--- src/rtl/ep_trn_arb.sv ---
// Round-robin owner of the endpoint TRN tx port, shared by the rx and tx datapaths.
// Registered one-hot grants, an idle-grant timeout, and a zero-latency mux of the owner's TRN signals.
module ep_trn_arb #(
  parameter int GRANT_TO = 16,
  parameter int TO_W     = 5
) (
  input  logic        clk,
  input  logic        rst_n,

  input  logic [63:0] rx_trn_td,
  input  logic [7:0]  rx_trn_trem_n,
  input  logic        rx_trn_tsof_n,
  input  logic        rx_trn_teof_n,
  input  logic        rx_trn_tsrc_rdy_n,
  input  logic        rx_drv_ep,
  output logic        rx_my_trn,

  input  logic [63:0] tx_trn_td,
  input  logic [7:0]  tx_trn_trem_n,
  input  logic        tx_trn_tsof_n,
  input  logic        tx_trn_teof_n,
  input  logic        tx_trn_tsrc_rdy_n,
  input  logic        tx_drv_ep,
  output logic        tx_my_trn,

  output logic [63:0] trn_td,
  output logic [7:0]  trn_trem_n,
  output logic        trn_tsof_n,
  output logic        trn_teof_n,
  output logic        trn_tsrc_rdy_n,
  output logic        arb_err
);

  typedef enum logic [1:0] {
    WAIT = 2'd0,
    BUSY = 2'd1,
    GAP  = 2'd2
  } state_t;

  localparam logic OWN_RX = 1'b0;
  localparam logic OWN_TX = 1'b1;
  localparam logic [TO_W-1:0] TO_LAST = TO_W'(GRANT_TO - 1);

  state_t          state, state_nxt;
  logic            owner, owner_nxt;
  logic [TO_W-1:0] cnt, cnt_nxt;

  logic own_drv;
  logic oth_drv;
  logic fwd;
  logic viol;

  assign own_drv = (owner == OWN_TX) ? tx_drv_ep : rx_drv_ep;
  assign oth_drv = (owner == OWN_TX) ? rx_drv_ep : tx_drv_ep;

  // A requester that misbehaves is only flagged; it never steers the FSM.
  assign viol = oth_drv | ((state == GAP) & (rx_drv_ep | tx_drv_ep));

  always_comb begin
    state_nxt = state;
    owner_nxt = owner;
    cnt_nxt   = cnt;
    unique case (state)
      WAIT: begin
        if (own_drv) begin
          state_nxt = BUSY;
          cnt_nxt   = '0;
        end else if (cnt == TO_LAST) begin
          state_nxt = GAP;
          cnt_nxt   = '0;
        end else begin
          cnt_nxt = cnt + 1'b1;
        end
      end
      BUSY: begin
        if (!own_drv) state_nxt = GAP;
      end
      GAP: begin
        state_nxt = WAIT;
        owner_nxt = ~owner;
        cnt_nxt   = '0;
      end
      default: begin
        state_nxt = WAIT;
        cnt_nxt   = '0;
      end
    endcase
  end

  // Grants are derived from the next state so they line up with the state register.
  always_ff @(posedge clk or negedge rst_n) begin
    if (!rst_n) begin
      state     <= WAIT;
      owner     <= OWN_RX;
      cnt       <= '0;
      rx_my_trn <= 1'b1;
      tx_my_trn <= 1'b0;
      arb_err   <= 1'b0;
    end else begin
      state     <= state_nxt;
      owner     <= owner_nxt;
      cnt       <= cnt_nxt;
      rx_my_trn <= (state_nxt != GAP) && (owner_nxt == OWN_RX);
      tx_my_trn <= (state_nxt != GAP) && (owner_nxt == OWN_TX);
      arb_err   <= viol;
    end
  end

  assign fwd = own_drv & (state != GAP);

  always_comb begin
    trn_td         = 64'd0;
    trn_trem_n     = 8'hFF;
    trn_tsof_n     = 1'b1;
    trn_teof_n     = 1'b1;
    trn_tsrc_rdy_n = 1'b1;
    if (fwd) begin
      if (owner == OWN_TX) begin
        trn_td         = tx_trn_td;
        trn_trem_n     = tx_trn_trem_n;
        trn_tsof_n     = tx_trn_tsof_n;
        trn_teof_n     = tx_trn_teof_n;
        trn_tsrc_rdy_n = tx_trn_tsrc_rdy_n;
      end else begin
        trn_td         = rx_trn_td;
        trn_trem_n     = rx_trn_trem_n;
        trn_tsof_n     = rx_trn_tsof_n;
        trn_teof_n     = rx_trn_teof_n;
        trn_tsrc_rdy_n = rx_trn_tsrc_rdy_n;
      end
    end
  end

endmodule

--- config.mk ---
export PLATFORM = sky130hd
export DESIGN_NAME = ep_trn_arb
export DESIGN_NICKNAME = d
export VERILOG_FILES = /design/src/rtl/ep_trn_arb.sv
export SDC_FILE = /design/constraint.sdc
export NUM_CORES = 1
export LEC_CHECK = 0
export CAP_MARGIN = 20
export CORE_AREA = 2 2 90 92
export DETAILED_ROUTE_END_ITERATION = 10
export DIE_AREA = 0 0 92 94
export HOLD_SLACK_MARGIN = 0.1
export PLACE_DENSITY = 0.78
export SLEW_MARGIN = 20
export SYNTH_ARGS = -nofsm -noshare
export SYNTH_HDL_FRONTEND = slang
export SYNTH_SLANG_ARGS = --single-unit
--- constraint.sdc ---
create_clock -name clk -period 3.1 [get_ports clk]
set_input_delay 0.62 -clock clk [delete_from_list [all_inputs] [get_ports clk]]
set_output_delay 0.62 -clock clk [all_outputs]
set_load 0.02 [all_outputs]
==> impl_metrics.tcl, run 1 <==
set metrics [dict create \
    outcome "finished clean" \
    p_per_area_nw_per_um2 699 \
    min_path_type "flop to flop" \
    clkSinkCount 11 \
    ant_nets 0 \
    syn_nets 359 \
    synth_top_area_frac 0.463 \
    clockRootBuffer "clkbuf_8" \
    setup_viol 0 \
    drt-initial-drc-count 41 \
    synth-warning-count 0 \
    syn_area_per_cell_um2 8.05 \
    dp_hpwl_um 6540 \
    max_freq_ghz 0.333 \
    maxCapViolCount 0 \
    place_area_um2 4060 \
    cp_max_fo 26 \
    fin_area_um2 4110 \
    startpoint_type "primary input" \
    clockBufferDepth 2 \
    grt_pass1_wl_um 11700 \
    fin_ws_ns 0.0994 \
    post-place-ws_ns 0.0934 \
    min_period_over_period 0.968 \
    io_pins 232 \
    ys.flop_type "dfrtp_1" \
    p_leak_nw 1.76 \
    cts_buffers 3 \
    vias_per_cell 4.40 \
    ir_worst_vdd_uv 427 \
    use_met2 0.314 \
    ys_types 27 \
    drive_above_1_share 0.0350 \
    finalHoldViolations 0 \
    die_y_um 94 \
    synth_edf_count 0 \
    wl_um 7790 \
    ys_seq_area_frac 0.168 \
    antennaDiodeCount 0 \
    port_buffers 231 \
    grt_start_max_net_pins 41 \
    antenna_found_initial 0 \
    worst_ep_arrival_time_ns 2.38 \
    start_util 0.216 \
    use_met3 0.0562 \
    gp_congestion 0.752 \
    coreArea_um2 7610 \
    clk-insertion-delay-late_ns 0.24 \
    rsz0062_at_grt "no" \
    tightest_slew_ns 0.610 \
    post-synth-top-count-cell "mux2i_1" \
    synth_area_leaders "mux2i_1 (46%), nor2_1 (16%), dfrtp_1 (15%)" \
    route.detailed.drc 0 \
    ys_seq_elements 11 \
    die_w_um 92 \
    min_period_ns 3.00 \
    cp_data_required_time_ns 2.48 \
    htree_levels 1 \
    maxSlewHeadroom 0.594 \
    tns_ns 0 \
    post-cts-setup-buffer-count 0 \
    first_pass_iters 4 \
    crit_path_end_kind "primary output" \
    num_vias 2330 \
    grt_pass1_vias 2441 \
    grtUsageMet1 0.178 \
    synthArstFlopShare 1.00 \
    critPathKind "primary input to primary output" \
    cts_hold_buf 0 \
    synthTopCellsByCount "mux2i_1 (76), nor2_1 (68), nand2_1 (11)" \
    grtUsageTotal 0.167 \
    wire_per_inst_um 14.7 \
    dieArea_um2 8650 \
    cts_tree "built" \
    slew_viol_final 0 \
    cts_resized 0 \
    clk_pin_slew_ns 0.05 \
    grt_busiest_layer "met2" \
    area_growth_pct 150 \
    grt_overflow 0 \
    synth_area_leader_cell "mux2i_1" \
    synth_cells 204 \
    num-nets-final 584 \
    synthesis.area_um2 1640 \
    clock-skew-final_ns 0.000919 \
    rows 32 \
]
state kept, by name, summed over array words and instances (netlist names):
register   cells
arb_err        1
cnt            5
owner          1
rx_my_trn      1
state          2
tx_my_trn      1
worst paths after layout:
path | cells after the start | slack, ns | end | start
hold / removal | 1 | 0.51 | cnt[4]$_DFFE_PN0P_ | cnt[4]$_DFFE_PN0P_
min in group asynchronous | 1 | 0.71 | tx_my_trn$_DFF_PN0_ | rst_n
setup / recovery | 6 | 0.1 | trn_td[49] | rx_drv_ep
hold reg to reg | 1 | 0.51 | cnt[4]$_DFFE_PN0P_ | cnt[4]$_DFFE_PN0P_
max in group asynchronous | 1 | 2.03 | owner$_DFF_PN0_ | rst_n
setup reg to reg | 4 | 1.59 | tx_my_trn$_DFF_PN0_ | owner$_DFF_PN0_
area by class of cell:
class | instances | area, um^2
repair buffers | 236 | 2390
flip-flops and latches | 11 | 280
clock buffers | 4 | 45.0
multi-input cells | 176 | 1260
fillers | 695 | 3500
inverters | 1 | 3.75
well taps | 102 | 128
layer usage:
metal | vias to the layer above | wire (um) | part of all wire
met3 | 10 | 923 | 0.12
li1 | 1146 | - | -
met2 | 151 | 3930 | 0.50
met5 | - | 0 | 0
met1 | 1023 | 2810 | 0.36
met4 | 0 | 128 | 0.016
cells by family after synthesis:
kind of cell | after synthesis | share of synthesized area
xor gates and xnor gates | 3 | 0.0160
muxes | 78 | 0.479
AOI/OAI and AO/OA | 7 | 0.0381
and+or+nand+nor | 87 | 0.227
adders and majority gates | 1 | 0.00761
DFF | 11 | 0.168
buffers and inverters | 17 | 0.0640
worst max-delay path, cell delays in order:
cell and delay (ns):
clkdlybuf4s50_1 0.50, mux2_4 0.18, nand2_4 0.11, buf_12 0.19, nor2_1 0.15, clkdlybuf4s50_1 0.62
cell usage in the layout (no fill, tap or decap), types with 2 or more instances in the layout:
cell,n
nand2_1,11
xnor2_1,2
mux2i_1,76
nor2_1,68
a32o_1,2
buf_4,2
nor2b_1,2
buf_12,3
clkbuf_8,3
clkdlybuf4s50_1,231
dfrtp_1,9
metrics by stage:
stage	instances	total power [mW]	util	hold slack (ns)
3_5_place_dp	526	2.74	0.534	0.491
6_report	530	2.87	0.540	0.508
3_3_place_gp	526	2.72	0.534	0.464
4_1_cts	530	2.90	0.540	0.504
2_1_floorplan	204	1.69	-	0.324
5_1_grt	530	3.06	0.540	0.525
where the power goes:
part           total (mW)  switching [mW]  internal (mW)
clock network       0.145          0.0546         0.0903
registers           0.245          0.0460          0.199
logic                2.48            1.23           1.25
total                2.87            1.33           1.54
Power figures use the tool's default switching activity.
==> run 2, diff against run 1 <==
==> constraint.sdc (replaced) <==
create_clock -name clk -period 3.1 [get_ports clk]
set_input_delay 0.465 -clock clk [delete_from_list [all_inputs] [get_ports clk]]
set_output_delay 0.465 -clock clk [all_outputs]
set_load 0.02 [all_outputs]
==> run 2 against run 1 <==
Effect of this change:
- sequential cell count unchanged
- largest cell class unchanged
- via count down 0.34%
- worst setup slack better by 0.18 ns
- first-iteration DRC count down 9.8%
- combinational power down 2%
- sequential share of layout area up 0.067 points
- sequential power about the same
- wire length up 0.63%
- count of clock-buffer cells in the layout unchanged
- register-to-register slack better by 0.15 ns
- final area down 0.98%
- power down 1.9%
==> impl_metrics.tcl, run 2 (same netlist as run 1, synthesis figures left out) <==
set metrics [dict create \
    first_pass_iters 4 \
    htree_levels 1 \
    top_register "cnt" \
    cts_tree "built" \
    finalHoldViolations 0 \
    place_area_um2 4020 \
    grt_overflow 0 \
    min_period_ns 2.82 \
    final_cells 528 \
    drt-initial-drc-count 37 \
    reg_top3 "cnt (5), state (2)" \
    worst-path-buf-inv 3 \
    cp_max_fo 38 \
    tns_ns 0 \
    clkSinkCount 11 \
    cts_hold_buf 0 \
    largest_reg_flops 5 \
    grtUsageTotal 0.164 \
    worst_ep_arrival_time_ns 2.35 \
    final_cell_mix "clkdlybuf4s50_1 (231), mux2i_1 (76), nor2_1 (68)" \
    p_leak_nw 1.74 \
    crit_path_end_kind "primary output" \
    max_freq_ghz 0.355 \
    cts_buffers 3 \
    slew_viol_final 0 \
    cts_resized 0 \
    maxSlewHeadroom 0.655 \
    num-nets-final 582 \
    ir_worst_vdd_uv 540 \
    start_util 0.216 \
    startpoint_type "primary input" \
    clk-insertion-delay-late_ns 0.23 \
    grt_start_max_net_pins 78 \
    maxCapViolCount 0 \
    clockBufferDepth 2 \
    n_fill_cell 706 \
    final_common_cell "clkdlybuf4s50_1" \
    rsz0062_at_grt "no" \
    dp_hpwl_um 6530 \
    antennaDiodeCount 0 \
    cp_slowest_cell "clkdlybuf4s50_1" \
    io_pins 232 \
    crit_chain "clkdlybuf4s50_1, mux2_4, nand2_4, buf_4, nor2_1, clkdlybuf4s50_1" \
    critPathKind "primary input to primary output" \
    num_vias 2322 \
    post-cts-setup-buffer-count 0 \
    cp_data_required_time_ns 2.63 \
    clock-skew-final_ns 0.000544 \
    tightest_slew_ns 0.518 \
    route.detailed.drc 0 \
    area_growth_pct 147 \
    slowest_delay_ns 0.58 \
    p_per_area_nw_per_um2 693 \
    place_inst 524 \
    clk_pin_slew_ns 0.05 \
    dieArea_um2 8650 \
    min_period_over_period 0.910 \
    port_buffers 231 \
    drive_above_1_share 0.0305 \
    antenna_found_initial 0 \
    coreArea_um2 7610 \
    crit_top_cell "clkdlybuf4s50_1" \
    grt_pass1_wl_um 11500 \
    outcome "finished clean" \
    setup_viol 0 \
    crit_family "buffers and inverters" \
    die_w_um 92 \
    multi_input_area_um2 1260 \
    min_path_type "flop to flop" \
    grt_pass1_vias 2445 \
    vias_per_cell 4.40 \
    ff_latch_area_um2 280 \
    wire_per_inst_um 14.8 \
    fin_area_um2 4070 \
    ant_nets 0 \
    gp_congestion 0.746 \
    wl_um 7840 \
    clockRootBuffer "clkbuf_8" \
    rows 32 \
    die_y_um 94 \
]
run 2: changes by cell type in the layout (fill, tap and decap cells not counted), sizes merged:
| cell | delta |
|---|---|
| buf | -2 |
run 2: path summary, 6_finish.rpt:
| kind | slack (ns) | to | from | depth (start not counted) |
|---|---|---|---|---|
| max | 0.28 | trn_td[40] | rx_drv_ep | 6 |
| min | 0.47 | cnt[4]$_DFFE_PN0P_ | cnt[4]$_DFFE_PN0P_ | 1 |
| max reg2reg | 1.74 | cnt[0]$_DFFE_PN0P_ | cnt[0]$_DFFE_PN0P_ | 4 |
| min reg2reg | 0.47 | cnt[4]$_DFFE_PN0P_ | cnt[4]$_DFFE_PN0P_ | 1 |
| max in group asynchronous | 2.17 | owner$_DFF_PN0_ | rst_n | 1 |
| min in group asynchronous | 0.56 | owner$_DFF_PN0_ | rst_n | 1 |
run 2: cell type report:
| class | instances | area share |
|---|---|---|
| clock buffer | 4 | 0.0111 |
| inverter | 1 | 0.000923 |
| multi-input combinational | 176 | 0.310 |
| sequential | 11 | 0.0689 |
| tap | 102 | 0.0314 |
| timing repair buffer | 234 | 0.577 |
run 2: metal layers:
metal / up-vias / track usage / part of all wire
met2: 145 / 0.324 / 0.51
met5: - / 0 / 0
met4: 0 / 0.0224 / 0.0065
met3: 6 / 0.0626 / 0.12
li1: 1141 / - / -
met1: 1030 / 0.167 / 0.37
run 2: report_power, final:
part	internal [mW]	switching, mW	leakage (nW)
Sequential	0.199	0.0446	0.139
Combinational	1.21	1.22	1.58
Clock	0.0900	0.0505	0.0228
run 2: per-stage QoR:
step	power (mW)	utilization	hold slack (ns)	setup WS (ns)
final	2.82	0.534	0.475	0.280
after global routing	3.00	0.534	0.488	0.194
after CTS	2.85	0.534	0.480	0.279
after detailed placement	2.69	0.528	0.469	0.285
after global placement	2.67	0.528	0.466	0.318
after floorplan	1.69	-	0.169	1.33
